### src/rtl/fifo_pkg.sv
// Shared constants and helpers for the single-clock streaming FIFO.
//   FIFO_NB      default data word width (48-bit stereo sample pair)
//   FIFO_M       default log2 of FIFO depth (depth = 4 words)
//   count_width  width of an occupancy counter able to hold 0..2**m
package fifo_pkg;

  localparam int FIFO_NB = 48;
  localparam int FIFO_M  = 2;

  // Occupancy runs 0..2**m inclusive, so it needs one bit more than a pointer.
  function automatic int count_width(input int m);
    return m + 1;
  endfunction

endpackage

### src/rtl/fifo_regfile.sv
// Storage array for the streaming FIFO: Nb x 2**M words.
// Contents are deliberately not reset; validity is tracked by the occupancy
// count in the FIFO top.
// Ports:
//   clk    master clock, write on rising edge
//   we     write enable
//   waddr  write address (M bits)
//   wdata  write data (Nb bits)
//   raddr  read address (M bits)
//   rdata  asynchronous read data, mem[raddr]
module fifo_regfile
  import fifo_pkg::*;
#(
  parameter int Nb = FIFO_NB,
  parameter int M  = FIFO_M
) (
  input  logic          clk,
  input  logic          we,
  input  logic [M-1:0]  waddr,
  input  logic [Nb-1:0] wdata,
  input  logic [M-1:0]  raddr,
  output logic [Nb-1:0] rdata
);

  logic [Nb-1:0] mem [2**M];

  always_ff @(posedge clk) begin
    if (we) begin
      mem[waddr] <= wdata;
    end
  end

  // Combinational read gives first-word-fall-through behaviour at the top.
  assign rdata = mem[raddr];

endmodule

### src/rtl/stream_fifo_sync.sv
// Single-clock first-word-fall-through FIFO with valid/ready streaming ports.
// Buffers sample words between a producer and a consumer on the same clock and
// reports its occupancy.
//
// Handshake: a word moves on a rising edge only when valid and ready are both
// high on that side. in_ready and out_valid depend only on the registered count
// (and reset_n), never on the opposite side's valid/ready, so there is no
// combinational path from in_valid to in_ready or from out_ready to out_valid.
// An empty FIFO is never bypassed: a pushed word appears one edge later.
//
// Ports:
//   clk        master clock, rising edge
//   reset_n    asynchronous active-low reset (clears pointers and count)
//   in_data    write-side data word
//   in_valid   producer offers in_data
//   in_ready   FIFO can accept a word (low during reset and when full)
//   out_data   head-of-queue word (0 during reset)
//   out_valid  out_data holds a valid word
//   out_ready  consumer takes out_data
//   count      number of stored words, 0..2**M
module stream_fifo_sync
  import fifo_pkg::*;
#(
  parameter int Nb = FIFO_NB,
  parameter int M  = FIFO_M
) (
  input  logic                      clk,
  input  logic                      reset_n,
  input  logic [Nb-1:0]             in_data,
  input  logic                      in_valid,
  output logic                      in_ready,
  output logic [Nb-1:0]             out_data,
  output logic                      out_valid,
  input  logic                      out_ready,
  output logic [count_width(M)-1:0] count
);

  localparam int            CW   = count_width(M);
  localparam logic [CW-1:0] FULL = CW'(2**M);

  logic [M-1:0]  wr_ptr;
  logic [M-1:0]  rd_ptr;
  logic [CW-1:0] count_q;
  logic [Nb-1:0] rdata;
  logic          push;
  logic          pop;

  assign in_ready  = reset_n && (count_q != FULL);
  assign out_valid = (count_q != '0);
  assign push      = in_valid && in_ready;
  assign pop       = out_valid && out_ready;

  always_ff @(posedge clk or negedge reset_n) begin
    if (!reset_n) begin
      wr_ptr  <= '0;
      rd_ptr  <= '0;
      count_q <= '0;
    end else begin
      if (push) begin
        wr_ptr <= wr_ptr + 1'b1;
      end
      if (pop) begin
        rd_ptr <= rd_ptr + 1'b1;
      end
      // Simultaneous push and pop leaves the occupancy unchanged.
      if (push && !pop) begin
        count_q <= count_q + 1'b1;
      end else if (pop && !push) begin
        count_q <= count_q - 1'b1;
      end
    end
  end

  fifo_regfile #(
    .Nb (Nb),
    .M  (M)
  ) u_regfile (
    .clk   (clk),
    .we    (push),
    .waddr (wr_ptr),
    .wdata (in_data),
    .raddr (rd_ptr),
    .rdata (rdata)
  );

  assign out_data = reset_n ? rdata : '0;
  assign count    = count_q;

endmodule

### config.mk
export PLATFORM = sky130hd
export DESIGN_NAME = stream_fifo_sync
export DESIGN_NICKNAME = d
export VERILOG_FILES = /design/src/rtl/fifo_pkg.sv /design/src/rtl/fifo_regfile.sv /design/src/rtl/stream_fifo_sync.sv
export SDC_FILE = /design/constraint.sdc
export NUM_CORES = 1
export LEC_CHECK = 0
export ABC_AREA = 1
export BUFFER_PORTS_ARGS = -buffer_cell sky130_fd_sc_hd__buf_2
export CELL_PAD_IN_SITES_DETAIL_PLACEMENT = 0
export CELL_PAD_IN_SITES_GLOBAL_PLACEMENT = 1
export CORE_AREA = 2 2 133 135
export CTS_BUF_LIST = sky130_fd_sc_hd__clkbuf_2 sky130_fd_sc_hd__clkbuf_4 sky130_fd_sc_hd__clkbuf_8
export CTS_CLUSTER_DIAMETER = 120
export CTS_CLUSTER_SIZE = 14
export DETAILED_ROUTE_END_ITERATION = 10
export DIE_AREA = 0 0 135 137
export MAX_ROUTING_LAYER = met4
export PLACE_DENSITY_LB_ADDON = 0.05
export SYNTH_ARGS = -nofsm -noshare
export SYNTH_HDL_FRONTEND = slang
export SYNTH_SLANG_ARGS = --single-unit
### constraint.sdc
create_clock -name clk -period 5.23 [get_ports clk]
set_clock_uncertainty 0.05 [all_clocks]
set_input_delay 0.523 -clock clk [delete_from_list [all_inputs] [get_ports clk]]
set_output_delay 0.523 -clock clk [all_outputs]
set_load 0.01 [all_outputs]
# Word-level counts from Yosys, hierarchy flattened
# Memory sizes are Yosys's and may differ from the RTL's.
# Index checks and enable logic that the tools add are counted.
# word_totals
ram_bits	192
output_inout_bits	53
mem_count	1
elab_cells	23
reg_bits	7
# mem_list
memory	depth	word_bits	rd	rd_ports_with_merged_regs	write_ports	line	text
u_regfile.mem	4	48	1	0	1	fifo_regfile.sv:25	logic [Nb-1:0] mem [2**M];
# op_classes
n_reduce_logical	9
muxes	5
n_eq_ne	1
addsub	4
# op_table
cell	count
2-to-1 mux 48 bit	1
2-to-1 mux 3 bit	2
logical AND 1 bit	5
adder 2 x 1 -> 2 bit (second input constant)	2
adder 3 x 1 -> 3 bit (second input constant)	1
!= test 3 bit (second input constant)	1
nonzero test 3 bit	1
subtractor 3 x 1 -> 3 bit (second input constant)	1
logical NOT 1 bit	2
2-to-1 mux 1 bit	2
nonzero test 2 bit	1

# Logic depth before layout (Yosys ltp)
# Gate-level depths: netlist of run 1.
# depth
word_depth	7
mapped_depth	12
ltp_nobuf	12

# Hierarchy
# Synthesis of run 1 repeated with hierarchy kept, for this count alone.
# unflattened
cells_unflattened	910
area_unflattened_um2	8911.0
# by_module_without_submodules
mod	n_inst	area_per_inst_um2	cells_per_inst
fifo_regfile	1	8096.5	760
stream_fifo_sync	1	814.5	150

# Worst setup path after synthesis of run 1
# Ideal clock, no wire load.
# synth_path
path_kind	reg2reg
startpoint	register count_q[0] (netlist: count[0])
endpoint	memory u_regfile.mem[0][0] in the netlist's numbering (enable)
setup_slack_ns	1.857
path_stages_with_launch	5
period_less_slack_ns	3.373
arrival_ns	2.869
cell_sequence	dfrtp_1 > nor2_1 > nand2_1 > nand3_1 > nor2_1
# synth_via
elab_chain_len	5
# synth_rtl
item	line	text
start: declaration	stream_fifo_sync.sv:43	logic [CW-1:0] count_q;
start signal: assignment	stream_fifo_sync.sv:67	count_q <= count_q + 1'b1;
start signal: assignment	stream_fifo_sync.sv:69	count_q <= count_q - 1'b1;
!= test 3 bit	stream_fifo_sync.sv:48	assign in_ready = reset_n && (count_q != FULL);
logical AND 1 bit	stream_fifo_sync.sv:48	
logical AND 1 bit	stream_fifo_sync.sv:50	assign push = in_valid && in_ready;
2-to-1 mux 1 bit	fifo_regfile.sv:28	if (we) begin
2-to-1 mux 1 bit (not written as such)	fifo_regfile.sv:29	mem[waddr] <= wdata;
end: declaration	fifo_regfile.sv:25	
# No other way between the ends.

# Final worst setup path of run 1
# layout_path
startpoint	register rd_ptr[0]
endpoint	output out_data[28]
# layout_via
elab_chain_len	2
# layout_rtl
item	line	text
start: declaration	stream_fifo_sync.sv:42	logic [M-1:0] rd_ptr;
start signal: assignment	stream_fifo_sync.sv:63	rd_ptr <= rd_ptr + 1'b1;
memory read (4 x 48 bit)	--	
2-to-1 mux 48 bit	stream_fifo_sync.sv:86	assign out_data = reset_n ? rdata : '0;
end: declaration	stream_fifo_sync.sv:32	output logic [Nb-1:0] out_data,
# No other way between the ends.

==> run_results.csv, run 1 <==
group,metric,value,unit
routing,final_ant_viol_nets,0,
setup_path,cp.required,4.66,ns
place,gp_congestion,0.791,
synth,yosys.area.top_type_share,67.1,%
setup_path,critical_path.endpoint_type,"output pin",
clock_network,clock_latency,0.46,ns
hold_path,timing.hold.worst_path_depth,1,
synth,syn-num-nets,874,
sta,post-route-period-util,64.3,%
flow_run,max_cap_violations,0,
power_and_ir_drop,net-switching-power,1560,µW
die,floorplan.initialDensity,50.3,%
cells_and_area,fill_cells,1517,
clock_network,tritoncts.num_buffers,17,
global_routing,grt_overflow_total,0,
synth,cell_taking_the_most_area_after_synthesis,"sky130_fd_sc_hd__edfxtp_1",
synth,synthTopCellsByArea,"sky130_fd_sc_hd__edfxtp_1 67%, sky130_fd_sc_hd__nand2_1 9.1%, sky130_fd_sc_hd__inv_1 8.9%, sky130_fd_sc_hd__nand3_1 5.8%, sky130_fd_sc_hd__a21oi_1 2.9%",
cells_and_area,drive_gt1_share,16.3,%
place,numPortBuffers,104,
status,result_of_the_run,"completed",
clock_network,post_cts_buffers,0,
power_and_ir_drop,power-per-cell-area,447,nW/µm²
clock_network,tritoncts_clock_tree,"yes",
hold_path,timing.hold.worst.start,"in_data[27]",
setup_path,cp-start-kind,"register",
setup_path,ff2ff_setup_slack,2.38,ns
clock_network,worst_setup_hold_path_clk_slew,0.10,ns
routing,wirelength,17300,µm
global_routing,grt_max_degree,99,
sta,final-setup-viol-count,0,
synth,yosys_warnings,0,
routing,number_of_optimization_iterations_in_the_first_detailed_route_pass,5,
sta,worst_slew_margin_rel,22.1,%
power_and_ir_drop,p_comb_share,33.6,%
sta,fmax,297,MHz
die,std_cell_rows,48,
synth,seq_area_frac_synth,69.2,%
global_routing,overall_routing_resource_usage,20.2,%
routing,vias_per_cell,4.79,
clock_network,clock_sink_count,199,
sta,final_min_period,3.36,ns
cells_and_area,antenna-diode-count,0,
sta,fin_worst_hold_slack,0.227,ns
die,height_of_the_chip,137,µm
setup_path,cp_max_fo,57,
global_routing,wire_length_of_the_first_global_routing_pass,27300,µm
setup_path,critical_path_class,"register to output pin",
sta,hold_viol,0,
synth,synth_area,8590,µm²
power_and_ir_drop,share_of_power_burned_in_registers,46.5,%
setup_path,regToRegStartpoint,"count[0]",
clock_network,htree_num_levels,4,
sta,timing.final.max_slew_violations,0,
power_and_ir_drop,ir_worst_vdd,0.299,mV
synth,synth-edff-count,192,
cells_and_area,area.growth.synth_to_final,12.0,%
synth,asyncSetResetFlopFracSynth,3.52,%
synth,post_synth.cell_area_avg,10.5,µm²
place,half_perimeter_wire_length_after_placement,9930,µm
sta,grt_setup_unrepaired,"false",
routing,remaining_drc_errors,0,
setup_path,worst-endpoint-arrival,2.79,ns
die,fp.dieArea,18500,µm²
power_and_ir_drop,sw_share,36.3,%
power_and_ir_drop,report.power.total,4300,µW
synth,ys_top_cells_by_count,"209 x sky130_fd_sc_hd__nand2_1, 204 x sky130_fd_sc_hd__inv_1, 192 x sky130_fd_sc_hd__edfxtp_1, 99 x sky130_fd_sc_hd__nand3_1, 49 x sky130_fd_sc_hd__a21oi_1",
cells_and_area,multiInputGateArea,1700,µm²
cells_and_area,post_layout_net_count,968,
synth,synth.ff_latch_count,199,
setup_path,reg2reg_depth,5,
routing,route.detailed.wl_per_inst,15.0,µm
die,die_width,135,µm
routing,vias,5501,
routing,drt_first_iter_violations,392,
clock_network,clock_tree.buffer_depth,2,
global_routing,first_global_vias,5355,
die,core_area,17100,µm²
synth,dominant_register_cell_in_the_synthesized_netlist,"sky130_fd_sc_hd__edfxtp_1",
clock_network,root_buffer,"sky130_fd_sc_hd__clkbuf_8",
cells_and_area,area.sequential,5950,µm²
hold_path,hold_class,"primary input to register",
setup_path,crit-reg2reg-capture,"u_regfile.mem[3][29]",
power_and_ir_drop,lkg_pwr,0.00438,µW
synth,postSynthCellCount,816,
sta,fin_setup_tns,0,ns
clock_network,cts_resized,0,
synth,synthMostInstantiatedCell,"sky130_fd_sc_hd__nand2_1",
hold_path,min_to,"u_regfile.mem[3][27]",
power_and_ir_drop,clock_power_share,19.9,%
synth,yosysUniqueCellTypes,18,
sta,worstMarginPinSlew,1.17,ns
die,count_of_boundary_i_o_pins,105,
global_routing,antenna_found_initial,0,
power_and_ir_drop,internal_power,2740,µW
==> worst max path at each step <==
stage	from	endpoint	slack, ns	cells past startpoint
after floorplan	count[0]	u_regfile.mem[0][0]	1.86	4
after global placement	reset_n	u_regfile.mem[2][10]	2.31	4
after detailed placement	reset_n	u_regfile.mem[3][16]	2.18	4
after CTS	rd_ptr[0]	out_data[28]	1.83	6
after global routing	rd_ptr[0]	out_data[28]	1.65	6
final	rd_ptr[0]	out_data[28]	1.87	6
==> stage by stage <==
step	utilization, %	instance area, µm²	std cells	worst slack, ns
after global placement	54.4	9270	1115	2.31
after global routing	56.4	9620	1148	1.65
after floorplan	-	8590	816	1.86
final	56.4	9620	1148	1.87
after detailed placement	54.4	9270	1115	2.18
after CTS	56.4	9620	1148	1.83
==> layout make-up <==
| class | instances | area share [%] |
|---|---|---|
| sequential | 199 | 61.8 |
| tap | 225 | 2.93 |
| multi-input combinational | 374 | 17.7 |
| clock buffer | 20 | 2.67 |
| timing repair buffer | 112 | 6.06 |
| clock inverter | 12 | 0.833 |
| inverter | 206 | 8.04 |
==> kinds of logic after synthesis <==
family / count (synthesis) / synth area share [%]
and+or+nand+nor: 316 / 15.3
xor gates and xnor gates: 2 / 0.204
adders and majority gates: 6 / 0.962
buffers and inverters: 243 / 11.4
DFF: 199 / 69.2
AOI/OAI and AO/OA: 50 / 2.91
==> cell usage in the layout, fill, tap and decap left out, drive strengths merged <==
cell type    instances
a21oi               49
buf                111
clkbuf              20
clkinv               7
clkinvlp             3
dfrtp                7
dlygate4sd3          1
edfxtp             192
fa                   1
ha                   5
inv                208
nand2              209
nand3               99
nand4                3
nor2                 5
o21ai                1
xnor2                2
==> registers in the layout, summed over array words and instances (netlist names) <==
signal,count
count,3
wr_ptr,2
rd_ptr,2
u_regfile.mem,192
==> worst max-delay path, cell delays in order (launching register included) <==
cell and delay (ns):
sky130_fd_sc_hd__dfrtp_4 0.49, sky130_fd_sc_hd__inv_2 0.72, sky130_fd_sc_hd__buf_4 0.56, sky130_fd_sc_hd__nand2_1 0.09
sky130_fd_sc_hd__nand3_1 0.09, sky130_fd_sc_hd__a21oi_1 0.14, sky130_fd_sc_hd__buf_2 0.22
==> power by group through the flow <==
stage          Combinational (µW)  Sequential [µW]  Clock, µW
3_3_place_gp                 1440             2030          0
2_1_floorplan                1030             2030          0
6_report                     1440             2000        854
5_1_grt                      1640             2020        930
3_5_place_dp                 1470             2040          0
4_1_cts                      1470             2000        876
==> timing repair <==
action | CTS | global route
hold endpoints to repair | 7 | 0
setup endpoints to repair | 0 | 0
hold buffers | 1 | 0
==> routing by layer <==
metal / GRT usage, % / vias up / routed length, µm
met5: - / - / 0
met4: 6.94 / 0 / 274
met3: 3.52 / 21 / 755
met2: 33.4 / 120 / 8500
met1: 25.5 / 2594 / 7730
li1: - / 2766 / -
No activity file was read; power rests on OpenSTA's default activity.
==> inputs of run 2 (changes only) <==
--- a/config.mk
+++ b/config.mk
@@ -9,12 +9,12 @@
 export BUFFER_PORTS_ARGS = -buffer_cell sky130_fd_sc_hd__buf_2
 export CELL_PAD_IN_SITES_DETAIL_PLACEMENT = 0
 export CELL_PAD_IN_SITES_GLOBAL_PLACEMENT = 1
-export CORE_AREA = 2 2 133 135
+export CORE_AREA = 2 2 139 141
 export CTS_BUF_LIST = sky130_fd_sc_hd__clkbuf_2 sky130_fd_sc_hd__clkbuf_4 sky130_fd_sc_hd__clkbuf_8
 export CTS_CLUSTER_DIAMETER = 120
 export CTS_CLUSTER_SIZE = 14
 export DETAILED_ROUTE_END_ITERATION = 10
-export DIE_AREA = 0 0 135 137
+export DIE_AREA = 0 0 141 143
 export MAX_ROUTING_LAYER = met4
 export PLACE_DENSITY_LB_ADDON = 0.05
 export SYNTH_ARGS = -nofsm -noshare
==> constraint.sdc (replaced) <==
create_clock -name clk -period 3.4 [get_ports clk]
set_clock_uncertainty 0.05 [all_clocks]
set_input_delay 0.34 -clock clk [delete_from_list [all_inputs] [get_ports clk]]
set_output_delay 0.34 -clock clk [all_outputs]
set_load 0.01 [all_outputs]
==> run 2 against run 1 <==
Design area rose by 1.2%. Worst hold slack got worse by 0.19 ns. Die area increased by 9.0%. Non-clock buffer count increased by 3. Total power is 60% higher. Final cell count up 0.87%. Register-to-register slack got worse by 1.3 ns. Worst setup slack got worse by 1.3 ns. Critical path depth is the same. Sequential cell count stayed put. Via count grew 1.4%.
==> run_results.csv, run 2 (synthesized netlist as in run 1, its figures left out) <==
group,metric,value,unit
status,result_of_the_run,"completed",
setup_path,cp_max_fo,54,
setup_path,cpLargestDelayFamily,"buffers and inverters",
sta,post-route-period-util,84.6,%
clock_network,tritoncts.num_buffers,17,
sta,hold_viol,0,
power_and_ir_drop,power-per-cell-area,708,nW/µm²
sta,worst_slew_margin_rel,26.4,%
clock_network,htree_num_levels,4,
routing,drt_first_iter_violations,300,
die,fp.dieArea,20200,µm²
routing,route.detailed.wl_per_inst,15.3,µm
cells_and_area,fill_cells,1638,
setup_path,critical_path.endpoint_type,"output pin",
setup_path,critical_path_class,"register to output pin",
clock_network,clock_tree.buffer_depth,2,
routing,remaining_drc_errors,0,
die,die_width,141,µm
cells_and_area,post-route-util,52.4,%
sta,fin_worst_hold_slack,0.0419,ns
power_and_ir_drop,report.power.total,6890,µW
die,count_of_boundary_i_o_pins,105,
sta,fmax,348,MHz
cells_and_area,largest_register_ff_count,192,
routing,vias_per_cell,4.82,
cells_and_area,largest_register,"u_regfile.mem",
cells_and_area,drive_gt1_share,16.2,%
routing,final_ant_viol_nets,0,
die,height_of_the_chip,143,µm
die,std_cell_rows,50,
clock_network,cts_hold_buffers,1,
clock_network,post_cts_buffers,0,
power_and_ir_drop,ir_worst_vdd,0.707,mV
global_routing,wire_length_of_the_first_global_routing_pass,27900,µm
sta,final_min_period,2.88,ns
clock_network,tritoncts_clock_tree,"yes",
routing,number_of_optimization_iterations_in_the_first_detailed_route_pass,4,
setup_path,crit_buf_inv,3,
clock_network,clock_latency,0.45,ns
clock_network,cts_resized,0,
global_routing,grt_max_degree,99,
cells_and_area,layout.cells.most_common_list,"209 x sky130_fd_sc_hd__nand2_1, 203 x sky130_fd_sc_hd__inv_1, 192 x sky130_fd_sc_hd__edfxtp_1",
sta,timing.final.max_slew_violations,0,
global_routing,grt_overflow_total,0,
routing,vias,5577,
die,core_area,18600,µm²
clock_network,clock_sink_count,199,
power_and_ir_drop,lkg_pwr,0.00443,µW
global_routing,overall_routing_resource_usage,18.8,%
cells_and_area,finish.cell_count_without_fillers,1158,
place,place.detailed.instances,1127,
clock_network,root_buffer,"sky130_fd_sc_hd__clkbuf_8",
sta,grt_setup_unrepaired,"false",
place,gp_congestion,0.708,
clock_network,worst_setup_hold_path_clk_slew,0.09,ns
setup_path,cp.required,3.01,ns
cells_and_area,antenna-diode-count,0,
place,numPortBuffers,104,
flow_run,max_cap_violations,0,
cells_and_area,area.growth.synth_to_final,13.4,%
setup_path,worst-endpoint-arrival,2.49,ns
setup_path,critical-path-max-stage-delay,0.53,ns
sta,final-setup-viol-count,0,
place,half_perimeter_wire_length_after_placement,9760,µm
global_routing,first_global_vias,5442,
cells_and_area,final_common_cell,"sky130_fd_sc_hd__nand2_1",
setup_path,crit_path_cell_trace,"clkinv_2, buf_12, nand2_1, nand3_1, a21oi_1, buf_2",
global_routing,antenna_found_initial,0,
cells_and_area,post_layout_net_count,971,
hold_path,hold_class,"primary input to register",
die,floorplan.initialDensity,46.2,%
setup_path,critPathSlowestCell,"sky130_fd_sc_hd__clkinv_2",
sta,worstMarginPinSlew,1.10,ns
sta,fin_setup_tns,0,ns
setup_path,cp-start-kind,"register",
routing,wirelength,17700,µm
## run 2: cell types whose count changed in the layout (fill, tap and decap cells not counted), moves of 2 or more
cell / previous run / this run
sky130_fd_sc_hd__inv_6: 2 / 0
sky130_fd_sc_hd__bufinv_16: 0 / 4
sky130_fd_sc_hd__clkinvlp_4: 3 / 1
sky130_fd_sc_hd__buf_4: 7 / 9
## run 2: power by group
| part | switching, µW | internal [µW] |
|---|---|---|
| logic | 1560 | 720 |
| registers | 84.5 | 2980 |
| clock network | 750 | 800 |
| total | 2390 | 4500 |
## run 2: layout make-up
type | count | area, µm² | share of cell area [%]
clock buffer | 19 | 249 | 2.56
clock inverter | 11 | 158 | 1.62
inverter | 206 | 774 | 7.96
multi-input combinational | 374 | 1700 | 17.4
sequential | 199 | 5950 | 61.1
tap | 234 | 293 | 3.01
timing repair buffer | 115 | 618 | 6.35
## run 2: worst paths after layout
check                       startpoint                   end  slack (ns)  cells past startpoint
max                          rd_ptr[0]          out_data[39]        0.52                      6
min                        in_data[20]  u_regfile.mem[1][20]        0.04                      1
max reg2reg                   count[0]  u_regfile.mem[1][11]        1.10                      5
min reg2reg                  wr_ptr[1]             wr_ptr[1]        0.50                      2
max in group asynchronous      reset_n             rd_ptr[1]        2.85                      2
min in group asynchronous      reset_n             rd_ptr[0]        0.23                      2
## run 2: through the flow
step | worst slack, ns | area (µm²)
floorplan | 0.0267 | 8590
global placement | 1.07 | 9320
detailed placement | 1.02 | 9320
CTS | 0.503 | 9740
global route | 0.361 | 9740
finish | 0.523 | 9740
## run 2: worst register-to-register path, cell delays in order, from the launching register on
cell	delay (ns)
sky130_fd_sc_hd__dfrtp_1	0.44
sky130_fd_sc_hd__nor2_1	0.10
sky130_fd_sc_hd__nand2_1	0.11
sky130_fd_sc_hd__nand3_1	0.37
sky130_fd_sc_hd__nor2_4	0.18
sky130_fd_sc_hd__buf_4	0.62
## run 2: routing by layer
layer | routed length (µm) | up-vias | part of all wire, % | GRT usage [%]
li1 | - | 2765 | - | -
met5 | 0 | - | 0 | -
met2 | 8870 | 112 | 50 | 32.1
met3 | 634 | 17 | 3.6 | 3.39
met1 | 7970 | 2683 | 45 | 23.0
met4 | 202 | 0 | 1.1 | 6.05
